### config.mk
export PLATFORM = sky130hd
export DESIGN_NAME = conv_encoder_r4
export DESIGN_NICKNAME = d
export VERILOG_FILES = /design/src/rtl/param_def.sv /design/src/rtl/conv_enc_bit_step.sv /design/src/rtl/conv_encoder_r4.sv
export SDC_FILE = /design/constraint.sdc
export NUM_CORES = 1
export LEC_CHECK = 0
export BUFFER_PORTS_ARGS = -buffer_cell sky130_fd_sc_hd__buf_2
export CORE_UTILIZATION = 47
export DETAILED_ROUTE_END_ITERATION = 10
export PLACE_DENSITY = 0.83
export SYNTH_ARGS = -nofsm -noshare
export SYNTH_HDL_FRONTEND = slang
export SYNTH_SLANG_ARGS = --single-unit
### constraint.sdc
create_clock -name clk -period 1.3 [get_ports clk]
set_clock_uncertainty 0.1 [all_clocks]
set_input_delay 0.13 -clock clk [delete_from_list [all_inputs] [get_ports clk]]
set_output_delay 0.13 -clock clk [all_outputs]
set_load 0.03 [all_outputs]
### src/rtl/param_def.sv
// rtl/param_def.sv - shared trellis constants and types for the K=9 radix-4 encoder/decoder pair
package param_def;

  localparam int SREG_W     = 8;
  localparam int K          = SREG_W + 1;
  localparam int RADIX      = 4;
  localparam int SYM_W      = $clog2(RADIX);
  localparam int CODE_W     = 2 * SYM_W;

  localparam logic [K-1:0] G0_DEF = 9'o561;
  localparam logic [K-1:0] G1_DEF = 9'o753;

  // Zero symbols needed to shift every state bit back out to 0.
  localparam int TAIL_SYMS  = SREG_W / SYM_W;
  localparam int TAIL_CNT_W = $clog2(TAIL_SYMS);

  typedef logic [SREG_W-1:0] enc_state_t;

  typedef enum logic [1:0] {
    IDLE = 2'd0,
    DATA = 2'd1,
    TAIL = 2'd2
  } enc_fsm_t;

  function automatic logic tap_parity(input logic [K-1:0] w, input logic [K-1:0] g);
    return ^(w & g);
  endfunction

endpackage

### src/rtl/conv_enc_bit_step.sv
// rtl/conv_enc_bit_step.sv - one trellis bit step: code bits for input b from state s, and successor state
import param_def::*;

module conv_enc_bit_step #(
  parameter logic [K-1:0] G0 = G0_DEF,
  parameter logic [K-1:0] G1 = G1_DEF
) (
  input  logic [SREG_W-1:0] s,
  input  logic              b,
  output logic              c0,
  output logic              c1,
  output logic [SREG_W-1:0] s_nxt
);

  logic [K-1:0] w;

  // Newest bit sits at window bit 0, oldest state bit at the top.
  assign w     = {s, b};
  assign c0    = tap_parity(w, G0);
  assign c1    = tap_parity(w, G1);
  assign s_nxt = {s[SREG_W-2:0], b};

endmodule

### src/rtl/conv_encoder_r4.sv
// rtl/conv_encoder_r4.sv - radix-4 K=9 rate-1/2 convolutional encoder with valid/ready streams
// Zero-tail flush per frame is built only when CONV_ENC_TAIL_EN is defined.
import param_def::*;

module conv_encoder_r4 #(
  parameter logic [K-1:0] G0 = G0_DEF,
  parameter logic [K-1:0] G1 = G1_DEF
) (
  input  logic              clk,
  input  logic              rst,
  input  logic              i_valid,
  output logic              o_ready,
  input  logic [1:0]        i_data,
  input  logic              i_last,
  output logic              o_valid,
  input  logic              i_ready,
  output logic [3:0]        o_sym,
  output logic              o_last,
  output logic [SREG_W-1:0] o_state,
  output logic              o_busy
);

`ifdef CONV_ENC_TAIL_EN
  localparam logic TAIL_EN = 1'b1;
`else
  localparam logic TAIL_EN = 1'b0;
`endif

  localparam logic [TAIL_CNT_W-1:0] TAIL_LAST = TAIL_CNT_W'(TAIL_SYMS - 1);

  enc_fsm_t                fsm;
  enc_fsm_t                fsm_nxt;
  logic [SREG_W-1:0]       s;
  logic [SREG_W-1:0]       s_mid;
  logic [SREG_W-1:0]       s_nxt;
  logic [TAIL_CNT_W-1:0]   tail_cnt;
  logic [SYM_W-1:0]        u;
  logic                    c0a, c1a, c0b, c1b;
  logic [CODE_W-1:0]       sym_nxt;
  logic                    out_free;
  logic                    accept;
  logic                    tail_issue;
  logic                    tail_done;
  logic                    frame_clear;

  assign out_free    = !o_valid || i_ready;
  assign o_ready     = (fsm != TAIL) && out_free;
  assign accept      = i_valid && o_ready;
  assign tail_issue  = (fsm == TAIL) && out_free;
  assign tail_done   = tail_issue && (tail_cnt == TAIL_LAST);
  // Without the tail, the state is zeroed directly at the last data symbol.
  assign frame_clear = accept && i_last && !TAIL_EN;
  assign o_busy      = (fsm != IDLE);

  assign u = (fsm == TAIL) ? '0 : i_data;

  // u[0] enters the register first so the state ordering matches the decoder trellis.
  conv_enc_bit_step #(.G0(G0), .G1(G1)) u_step_a (
    .s     (s),
    .b     (u[0]),
    .c0    (c0a),
    .c1    (c1a),
    .s_nxt (s_mid)
  );

  conv_enc_bit_step #(.G0(G0), .G1(G1)) u_step_b (
    .s     (s_mid),
    .b     (u[1]),
    .c0    (c0b),
    .c1    (c1b),
    .s_nxt (s_nxt)
  );

  assign sym_nxt = {c0a, c1a, c0b, c1b};

  always_ff @(posedge clk or negedge rst) begin
    if (!rst) begin
      fsm <= IDLE;
    end else begin
      fsm <= fsm_nxt;
    end
  end

  always_comb begin
    fsm_nxt = fsm;
    case (fsm)
      IDLE: begin
        if (accept) begin
          if (i_last) fsm_nxt = TAIL_EN ? TAIL : IDLE;
          else        fsm_nxt = DATA;
        end
      end
      DATA: begin
        if (accept && i_last) fsm_nxt = TAIL_EN ? TAIL : IDLE;
      end
      TAIL: begin
        if (tail_done) fsm_nxt = IDLE;
      end
      default: fsm_nxt = IDLE;
    endcase
  end

  always_ff @(posedge clk or negedge rst) begin
    if (!rst) begin
      s        <= '0;
      tail_cnt <= '0;
      o_valid  <= 1'b0;
      o_sym    <= '0;
      o_last   <= 1'b0;
      o_state  <= '0;
    end else begin
      if (accept || tail_issue) begin
        o_valid <= 1'b1;
        o_sym   <= sym_nxt;
        o_state <= s_nxt;
        o_last  <= accept ? (i_last && !TAIL_EN) : tail_done;
        s       <= frame_clear ? '0 : s_nxt;
      end else if (i_ready) begin
        o_valid <= 1'b0;
      end
      if (tail_issue) begin
        tail_cnt <= tail_done ? '0 : tail_cnt + 1'b1;
      end
    end
  end

endmodule

==> key figures, run 1 <==
Finish
  • Ant diodes: 0
  • Finished Layout Cells: 141
  • Synth-to-layout area growth: 38.26%
  • Final instance area: 1510 um^2
  • Layout Utilization: 68.93%
  • Most frequent cells in the layout: buf_2 (21), dfrtp_1 (20), buf_4 (13)
  • FILL cells: 162
  • Most common cell after layout, fill and taps aside: buf_2
  • Share of layout cells above drive strength 1: 61.06%
  • # nets final: 121

GRT
  • Vias in the first global route: 768
  • Largest net degree at the start of global routing: 24
  • First-pass GRT wire length: 3346 um
  • Global Route Usage Sum: 18.00%
  • Initial antenna violation count: 0
  • Grt total ovfl: 0

STA
  • Max_slew headroom: 66.28%
  • Setup TNS: -0.5856 ns
  • Worst Tran Pin Value: 0.5058 ns
  • Crit share post-route: 115.5%
  • Worst Slack Setup Final: -0.2012 ns
  • Max-slew violations: 0
  • Fmax: 666.1 MHz
  • Hold Worst Slack: 0.06638 ns
  • Final hold vios: 0
  • Final setup fails: 5
  • Unrepaired setup endpoints after global routing: yes
  • Min Tclk post-route: 1.501 ns

Yosys
  • Yosys warnings: 0
  • Syn Inst Count: 71
  • Mean Syn Cell Area: 15.38 um^2
  • Seq/Total Area, Yosys: 52.69%
  • Synth cell types: 14
  • Syn_nets: 78
  • #FFs+latches synth: 23
  • Synth Cell Area: 1092 um^2

Routing
  • Drt via density: 4.979
  • Wirelength per Cell: 13.84 um
  • Routed vias: 702
  • Initial detailed-routing violation count: 2
  • Pre-Repair DR Iteration Count: 2
  • Final wirelength: 1951 um
  • ANT nets after route: 0
  • Remaining DRCs: 0

Power and ir drop
  • Worst vdd ir: 961.5 uV
  • Switching share of power: 34.66%
  • Comb power frac: 40.9%
  • Clock share of power: 15.5%
  • Overall power: 2.138 mW
  • Leakage: 0.8078 nW
  • Sequential share of power: 43.6%
  • Sw power: 0.7412 mW
  • Cell Pwr Density: 1416 nW/um^2
  • Int Pwr: 1.397 mW

Run
  • Max_cap viols: 0

Clock tree
  • Later-pin clock latency in the skew report: 0.31 ns
  • Clk root buf: clkbuf_4
  • CTS Buffer Depth: 2
  • Num CTS Buffers: 3
  • CTS clk-pin slew, worst paths: 0.13 ns
  • TritonCTS clock tree: yes
  • H-tree depth: 1
  • CTS Sinks: 23

Die
  • Cell Rows: 17
  • Die H: 50.21 um
  • Core Area: 2191 um^2
  • IO Count: 23
  • Chip width: 50.21 um
  • Initial core utilization: 49.86%
  • Die area: 2521 um^2

Worst setup path
  • Worst Path Required: 1.41 ns
  • R2R setup slack: -0.20 ns
  • Crit. End Element: flop
  • Crit-path max FO: 3
  • Setup crit start: s[4]$_DFFE_PN0P_
  • R2R Path Start: s[4]$_DFFE_PN0P_
  • Worst setup SP type: flop
  • Kind of critical path: reg -> reg
  • Crit path DAT: 1.61 ns

Run status
  • Outcome: finished with violations
  • Failing checks: setup timing

Place
  • Placed cells: 130
  • RD Place Congestion: 0.7424
  • Placed cell area: 1360 um^2
  • Worst slack at placement: -0.2086 ns
  • IO buf count: 22
  • HPWL Detailed: 1353 um

Hold path
  • Hold Startpoint: i_last
  • Hold Crit Class: in -> reg
layer usage:
| metal | up-vias | track usage [%] | wire (um) | part of all wire (%) |
|---|---|---|---|---|
| met3 | 4 | 4.242 | 90 | 4.6 |
| met1 | 350 | 23.39 | 908 | 47 |
| met4 | 0 | 7.143 | 33 | 1.7 |
| met2 | 21 | 28.89 | 918 | 47 |
| li1 | 327 | - | - | - |
| met5 | - | 0 | 0 | 0 |
power groups by stage:
stage	registers, mW	clock network (mW)	logic [mW]
final	0.932	0.331	0.875
after global routing	0.948	0.373	0.929
after CTS	0.927	0.350	0.854
after detailed placement	0.940	0	0.826
after global placement	0.933	0	0.803
after floorplan	1.16	0	0.357
critical path, cell delays in order, from the launching register on:
cell and delay (ns):
dfrtp_2 0.48, xnor2_4 0.21, xor3_1 0.33, mux2_4 0.28
kinds of logic (layout without fill, tap and decap cells):
family / after synthesis / after routing / share of synthesized area [%]
flip-flops: 23 / 23 / 52.69
multiplexers: 21 / 21 / 21.42
buffers and inverters: 4 / 46 / 1.604
AO/OA/AOI/OAI: 2 / 2 / 1.031
XOR/XNOR: 10 / 10 / 17.18
AND/OR/NAND/NOR: 11 / 11 / 6.071
path summary, 6_finish.rpt:
path | endpoint | cells after the start
max | o_sym[3]$_DFFE_PN0P_ | 3
min | fsm[0]$_DFFE_PN0P_ | 2
max reg2reg | o_sym[3]$_DFFE_PN0P_ | 3
min reg2reg | o_state[3]$_DFFE_PN0P_ | 1
max in group asynchronous | o_valid$_DFFE_PN0P_ | 2
min in group asynchronous | o_state[0]$_DFFE_PN0P_ | 2
flip-flops by register name, summed over array words and instances, names as in the netlist:
register,count
fsm,1
o_last,1
o_state,8
o_sym,4
o_valid,1
s,8
synth_stat cells (all sizes together):
library cell,n,area share (%)
nand2,1,0.34
mux2,19,20
mux2i,2,1.8
inv,2,0.69
dfrtp,23,53
a21oi,1,0.46
xnor2,4,4.6
buf,2,0.92
xnor3,4,8.2
xor3,2,4.4
nor2b,8,4.6
a31oi,1,0.57
nand2b,2,1.1
timing repair:
action,in CTS,in global routing
resized for setup,6,5
hold buffers,3,0
setup endpoints to repair,9,5
hold endpoints to repair,25,0
pin swaps,0,3
buffers inserted,3,1
area by class of cell:
type / count / area [um^2] / share of cell area, %
Sequential cell: 23 / 579.3 / 38.36
Multi-Input combinational cell: 44 / 594.3 / 39.35
Clock inverter: 1 / 5.005 / 0.3314
Clock buffer: 3 / 22.52 / 1.491
Tap cell: 28 / 35.03 / 2.320
Inverter: 2 / 7.507 / 0.4971
Timing Repair Buffer: 40 / 266.5 / 17.65
(Power assumes the default switching activity.)
==> run 2, diff against run 1 <==
==> constraint.sdc (replaced) <==
create_clock -name clk -period 1.3 [get_ports clk]
set_clock_uncertainty 0.1 [all_clocks]
set_input_delay 0.13 -clock clk [delete_from_list [all_inputs] [get_ports clk]]
set_output_delay 0.13 -clock clk [all_outputs]
set_load 0.05 [all_outputs]
==> run 2 against run 1 <==
Clock power about the same. Via count fell by 5.1%. Die area unchanged. Highest routed layer unchanged. Largest cell class unchanged. The run still ends with setup timing left. Combinational power increased by 25%. Sequential power up 0.6%. Final cell count down 1.4%. Critical endpoint is now o_sym[2]$_DFFE_PN0P_. Final area is 3.1% higher.
==> key figures, run 2 (same netlist as run 1, synthesis figures left out) <==
Run status
  • Outcome: finished with violations
  • Failing checks: setup timing

Worst setup path
  • Crit. End Element: flop
  • Kind of critical path: reg -> reg
  • Crit path DAT: 1.63 ns (+0.02 ns)
  • Crit-path max FO: 2 (-1)
  • Worst Path Required: 1.41 ns (about the same)
  • Worst setup SP type: flop

Clock tree
  • CTS Sinks: 23 (unchanged)
  • CTS clk-pin slew, worst paths: 0.12 ns (about the same)
  • Num CTS Buffers: 3 (unchanged)
  • CTS Buffer Depth: 2 (unchanged)
  • H-tree depth: 1 (unchanged)
  • Later-pin clock latency in the skew report: 0.31 ns (about the same)
  • Clk root buf: clkbuf_4
  • TritonCTS clock tree: yes

Routing
  • Remaining DRCs: 0 (unchanged)
  • Top Metal Used: met4
  • Wirelength per Cell: 14.15 um (+2.3%)
  • Met1 WL: 950 um (+4.6%)
  • ANT nets after route: 0 (unchanged)
  • Met2 wirelength from detailed routing: 957 um (+4.2%)
  • Pre-Repair DR Iteration Count: 2 (unchanged)
  • Initial detailed-routing violation count: 15 (+13)
  • Final wirelength: 1967 um (+0.82%)
  • Routed vias: 666 (-5.1%)
  • Drt via density: 4.791 (-3.8%)
  • Met3 routed WL: 35 um (-61%)

GRT
  • Global Route Usage Sum: 17.74% (-0.26 points)
  • Grt total ovfl: 0 (unchanged)
  • Vias in the first global route: 681 (-11%)
  • Largest net degree at the start of global routing: 24 (unchanged)
  • First-pass GRT wire length: 3187 um (-4.8%)
  • Initial antenna violation count: 0 (unchanged)

STA
  • Hold Worst Slack: 0.01792 ns (-0.04846 ns)
  • Unrepaired setup endpoints after global routing: yes
  • Final hold vios: 0 (unchanged)
  • Fmax: 658.7 MHz (-1.1%)
  • Min Tclk post-route: 1.518 ns (+0.01687 ns)
  • Worst Slack Setup Final: -0.2180 ns (-0.01688 ns)
  • Worst Tran Pin Value: 0.5066 ns (+0.0007200 ns)
  • Max-slew violations: 0 (unchanged)
  • Setup TNS: -0.6165 ns (-0.03091 ns)
  • Max_slew headroom: 66.23% (about the same)
  • Final setup fails: 8 (+3)
  • Crit share post-route: 116.8% (+1.3 points)

Finish
  • Finished Layout Cells: 139 (-1.4%)
  • Final instance area: 1556 um^2 (+3.1%)
  • Share of layout cells above drive strength 1: 60.36% (-0.70 points)
  • Layout Utilization: 71.05% (+2.1 points)
  • FILL cells: 138 (-15%)
  • FF/Latch Area: 579.3 um^2 (unchanged)
  • # nets final: 119 (-1.7%)
  • Synth-to-layout area growth: 42.50%
  • Multi-input logic area: 608.1 um^2 (+2.3%)
  • Most common cell after layout, fill and taps aside: buf_2
  • Ant diodes: 0 (unchanged)
  • Top Registers: o_state (8), s (8), o_sym (4)
  • Most frequent cells in the layout: buf_2 (21), dfrtp_1 (20), mux2_4 (18)

Power and ir drop
  • Overall power: 2.354 mW (+10%)
  • Leakage: 0.8422 nW (+4.3%)
  • Cell Pwr Density: 1512 nW/um^2 (+6.8%)
  • Worst vdd ir: 917.6 uV (-4.6%)

Hold path
  • Hold Crit Class: in -> reg

Place
  • Worst slack at placement: -0.1862 ns (+0.02240 ns)
  • RD Place Congestion: 0.7850 (+5.7%)
  • HPWL Detailed: 1365 um (+0.87%)
  • Placed cell area: 1404 um^2 (+3.2%)
  • Placed cells: 128 (-1.5%)
  • IO buf count: 22 (unchanged)

Die
  • Cell Rows: 17 (unchanged)
  • IO Count: 23 (unchanged)
  • Core Area: 2191 um^2 (unchanged)
  • Chip width: 50.21 um (unchanged)
  • Initial core utilization: 49.86% (unchanged)
  • Die H: 50.21 um (unchanged)
  • Die area: 2521 um^2 (unchanged)

Run
  • Max_cap viols: 0 (unchanged)
==> run 2: changes by cell type in the layout (fill, tap and decap cells not counted), sizes merged <==
| cell | previous run | this run |
|---|---|---|
| dlygate4sd3 | 3 | 2 |
| clkinv | 1 | 0 |
| clkbuf | 3 | 5 |
| buf | 37 | 35 |
==> run 2: metal layers <==
metal / vias up / track usage (%)
met4: 0 / 7.143
met3: 4 / 3.636
met2: 10 / 27.78
li1: 320 / -
met1: 332 / 24.08
met5: - / 0
==> run 2: critical path, stage by stage (launching register included) <==
cell and delay (ns):
dfrtp_1 0.43, xnor2_2 0.19, xnor3_1 0.42, mux2_4 0.27
==> run 2: path summary, 6_finish.rpt <==
| kind | from | to | slack, ns | cells after the start |
|---|---|---|---|---|
| max in group asynchronous | rst | o_valid$_DFFE_PN0P_ | 0.52 | 2 |
| worst max register to register | s[5]$_DFFE_PN0P_ | o_sym[2]$_DFFE_PN0P_ | -0.22 | 3 |
| worst min-delay path | i_data[1] | o_state[0]$_DFFE_PN0P_ | 0.02 | 2 |
| min in group asynchronous | rst | s[7]$_DFFE_PN0P_ | 0.21 | 2 |
| worst min register to register | o_state[2]$_DFFE_PN0P_ | o_state[2]$_DFFE_PN0P_ | 0.42 | 1 |
| worst max-delay path | s[5]$_DFFE_PN0P_ | o_sym[2]$_DFFE_PN0P_ | -0.22 | 3 |
==> run 2: layout make-up <==
type                       count  area share, %
sequential                    23          37.22
clock buffer                   4          1.688
timing repair buffer          38          19.29
multi-input combinational     44          39.07
tap                           28          2.251
inverter                       2         0.4823
==> run 2: timing repair <==
item | in CTS | in global routing
endpoints found under the hold margin | 25 | 0
setup endpoints to repair | 5 | 13
hold buffers | 2 | 0
gates resized for setup | 2 | 6
cloned | 0 | 1
setup buffers | 0 | 4
pin swaps | 0 | 1
==> run 2: where the power goes <==
| group | total [mW] | leakage (nW) | switching [mW] | internal, mW |
|---|---|---|---|---|
| registers | 0.938 | 0.288 | 0.0882 | 0.849 |
| clock network | 0.328 | 0.0150 | 0.208 | 0.120 |
| logic | 1.09 | 0.539 | 0.617 | 0.471 |
==> run 3, diff against run 2 <==
--- a/config.mk
+++ b/config.mk
@@ -5,10 +5,11 @@
 export SDC_FILE = /design/constraint.sdc
 export NUM_CORES = 1
 export LEC_CHECK = 0
+export ABC_AREA = 1
 export BUFFER_PORTS_ARGS = -buffer_cell sky130_fd_sc_hd__buf_2
-export CORE_UTILIZATION = 47
+export CORE_UTILIZATION = 48
 export DETAILED_ROUTE_END_ITERATION = 10
-export PLACE_DENSITY = 0.83
+export PLACE_DENSITY = 0.84
 export SYNTH_ARGS = -nofsm -noshare
 export SYNTH_HDL_FRONTEND = slang
 export SYNTH_SLANG_ARGS = --single-unit
==> run 3 against run 2 <==
Sequential power fell by 5.0%. Largest cell class is now sequential cells. Total power fell by 15%. Utilization fell by 8.7 points. Synthesized cell count rose by 120%. Sequential cell count did not move. The run ends with hold timing left.
==> key figures, run 3 <==
STA
  • Worst Tran Pin Value: 0.4973 ns (-0.009271 ns)
  • Final setup fails: 0 (-8)
  • Max-slew violations: 0 (unchanged)
  • Final hold vios: 1 (+1)
  • Hold Worst Slack: -0.03432 ns (-0.05224 ns)
  • Min Tclk post-route: 1.272 ns (-0.2462 ns)
  • Setup TNS: 0 ns (+0.6165 ns)
  • Fmax: 786.2 MHz (+19%)
  • Crit share post-route: 97.84% (-19 points)
  • Max_slew headroom: 66.85% (+0.62 points)

Yosys
  • Most frequent cell after synthesis: nand2_1
  • Cell taking the most area after synthesis: dfrtp_1
  • Top cells by area, synth: dfrtp_1 (50%), nand2_1 (25%), nand3_1 (6.1%), o22ai_1 (4.3%), nand2_2 (3.8%)
  • Primary FF master, synth: dfrtp_1
  • Share of the synthesized area in the top cell type: 50.00% (-2.7 points)
  • #FFs+latches synth: 23 (unchanged)
  • Post-synth EDFFs: 0 (unchanged)
  • Synth cell types: 14 (unchanged)
  • Mean Syn Cell Area: 7.524 um^2 (-51%)
  • Syn Inst Count: 153 (+120%)
  • Seq/Total Area, Yosys: 50.00% (-2.7 points)
  • Syn_nets: 160 (+110%)
  • Leading cell types by count after synthesis: nand2_1 (78), dfrtp_1 (23), nand3_1 (14)
  • Synth Cell Area: 1151 um^2 (+5.4%)
  • Share of synthesized registers carrying an async set or reset: 100.0% (unchanged)
  • Yosys warnings: 0 (unchanged)

Clock tree
  • CTS clk-pin slew, worst paths: 0.13 ns (about the same)
  • TritonCTS clock tree: yes
  • Clk root buf: clkbuf_4
  • Hold_buf cts: 2 (unchanged)
  • Num CTS Buffers: 3 (unchanged)
  • H-tree depth: 1 (unchanged)
  • Later-pin clock latency in the skew report: 0.32 ns (about the same)
  • CTS Sinks: 23 (unchanged)
  • CTS Buffer Depth: 2 (unchanged)

Run status
  • Failing checks: hold timing
  • Outcome: finished with violations

Routing
  • ANT nets after route: 0 (unchanged)
  • Final wirelength: 2524 um (+28%)
  • Routed vias: 1094 (+64%)
  • Pre-Repair DR Iteration Count: 5 (+3)
  • Initial detailed-routing violation count: 29 (+14)
  • Drt via density: 5.234 (+9.2%)
  • Wirelength per Cell: 12.08 um (-15%)
  • Remaining DRCs: 0 (unchanged)

GRT
  • Global Route Usage Sum: 21.74% (+4.0 points)
  • Initial antenna violation count: 0 (unchanged)
  • Grt total ovfl: 0 (unchanged)
  • Vias in the first global route: 1019 (+50%)
  • Largest net degree at the start of global routing: 24 (unchanged)
  • First-pass GRT wire length: 4146 um (+30%)

Die
  • Die H: 50.97 um (+1.5%)
  • IO Count: 23 (unchanged)
  • Core Area: 2233 um^2 (+1.9%)
  • Die area: 2598 um^2 (+3.1%)
  • Cell Rows: 17 (unchanged)
  • Chip width: 50.97 um (+1.5%)
  • Initial core utilization: 51.54% (+1.7 points)

Finish
  • # nets final: 189 (+59%)
  • Ant diodes: 0 (unchanged)
  • Most frequent cells in the layout: nand2_1 (73), dfrtp_1 (21), buf_2 (20)
  • Most common cell after layout, fill and taps aside: nand2_1
  • Share of layout cells above drive strength 1: 30.94% (-29 points)
  • Top Registers: o_state (8), s (8), o_sym (4)
  • Layout Utilization: 62.35% (-8.7 points)
  • FILL cells: 209 (+51%)
  • Synth-to-layout area growth: 20.98%
  • Final instance area: 1393 um^2 (-11%)

Worst setup path
  • CP delay by family, top: flip-flops
  • Critical R2R Capture: o_sym[0]$_DFFE_PN0P_
  • Crit-path slowest cell: dfrtp_2
  • Worst reg2reg path depth: 8 (+5)
  • Setup crit start: o_valid$_DFFE_PN0P_
  • Critical-path cell list: buf_2
  • Crit-path max FO: 2 (unchanged)
  • CP max stage delay: 0.44 ns (about the same)
  • Worst Path Required: 1.07 ns (-0.34 ns)
  • CP Buf/Inv Count: 1 (+1)
  • R2R Path Start: s[4]$_DFFE_PN0P_
  • Crit. End Element: output pin
  • Crit path DAT: 1.04 ns (-0.59 ns)
  • Kind of critical path: reg -> out
  • Worst setup SP type: flop
  • R2R setup slack: 0.08 ns (+0.30 ns)

Power and ir drop
  • Cell Pwr Density: 1434 nW/um^2 (-5.2%)
  • Worst vdd ir: 1024 uV (+12%)
  • Leakage: 0.7857 nW (-6.7%)

Place
  • Placed cell area: 1285 um^2 (-8.5%)
  • RD Place Congestion: 0.8480 (+8.0%)
  • HPWL Detailed: 1834 um (+34%)
  • IO buf count: 22 (unchanged)

Hold path
  • Hold Crit Class: in -> reg
  • Hold Startpoint: i_ready
  • Hold-critical path depth: 4 (+2)
  • Hold EP: o_valid$_DFFE_PN0P_

Run
  • Max_cap viols: 0 (unchanged)
==> run 3: changes by cell type after synthesis, moves of 6 or more <==
cell     previous run  this run
nand3_1             0        14
mux2_2             19         0
nor2b_1             8         0
inv_2               0         6
o22ai_1             0         8
nand2_1             1        78
inv_1               2         8
nand2_2             0         7
==> run 3: worst max-delay path by stage <==
| stage | to | slack (ns) | cells past startpoint |
|---|---|---|---|
| 6_report | o_valid | 0.03 | 1 |
| 5_1_grt | o_sym[0]$_DFFE_PN0P_ | -0.007 | 8 |
| 4_1_cts | o_valid | 0.02 | 1 |
| 3_5_place_dp | fsm[0]$_DFFE_PN0P_ | 0.10 | 6 |
| 3_3_place_gp | o_sym[0]$_DFFE_PN0P_ | 0.12 | 8 |
| 2_1_floorplan | fsm[0]$_DFFE_PN0P_ | -0.03 | 6 |
==> run 3: power by group <==
group          leakage [nW]  internal [mW]  switching (mW)  total [mW]
clock network        0.0177          0.115           0.212       0.327
registers             0.294          0.817          0.0734       0.891
logic                 0.474          0.211           0.568       0.779
total                 0.786           1.14           0.853        2.00
==> run 3: layout make-up <==
cell class                      instances  area (um^2)  area share, %
Clock buffer                            3        22.52          1.617
Tap cell                               28        35.03          2.516
Sequential cell                        23        578.1          41.51
Clock inverter                          1        5.005         0.3594
Inverter                               14        57.56          4.133
Timing Repair Buffer                   28        168.9          12.13
Multi-Input combinational cell        112        525.5          37.74
==> run 3: what timing repair did <==
item | CTS | global route
pin swaps | 0 | 11
setup buffers | 0 | 4
endpoints found under the hold margin | 25 | 1
endpoints found under the setup margin | 1 | 3
gates resized for setup | 2 | 12
==> run 3: through the flow <==
| stage | setup WS [ns] | std cells | power (mW) |
|---|---|---|---|
| CTS | 0.02424 | 206 | 1.964 |
| global placement | 0.1225 | 200 | 1.612 |
| floorplan | -0.02757 | 153 | 1.464 |
| global route | -0.006962 | 209 | 2.099 |
| finish | 0.02814 | 209 | 1.997 |
| detailed placement | 0.1036 | 200 | 1.631 |
==> run 3: layer usage <==
| metal | GRT usage, % | vias up | wire length, um |
|---|---|---|---|
| li1 | - | 536 | - |
| met3 | 1.786 | 5 | 117 |
| met1 | 25.49 | 518 | 1079 |
| met5 | 0 | - | 0 |
| met2 | 39.91 | 35 | 1281 |
| met4 | 9.722 | 0 | 46 |
==> run 3: logic make-up after synthesis <==
| family | after synthesis | synth area share [%] |
|---|---|---|
| AND/OR/NAND/NOR | 103 | 37.93 |
| buffers and inverters | 18 | 7.282 |
| flip-flops | 23 | 50.00 |
| AO/OA/AOI/OAI | 9 | 4.782 |
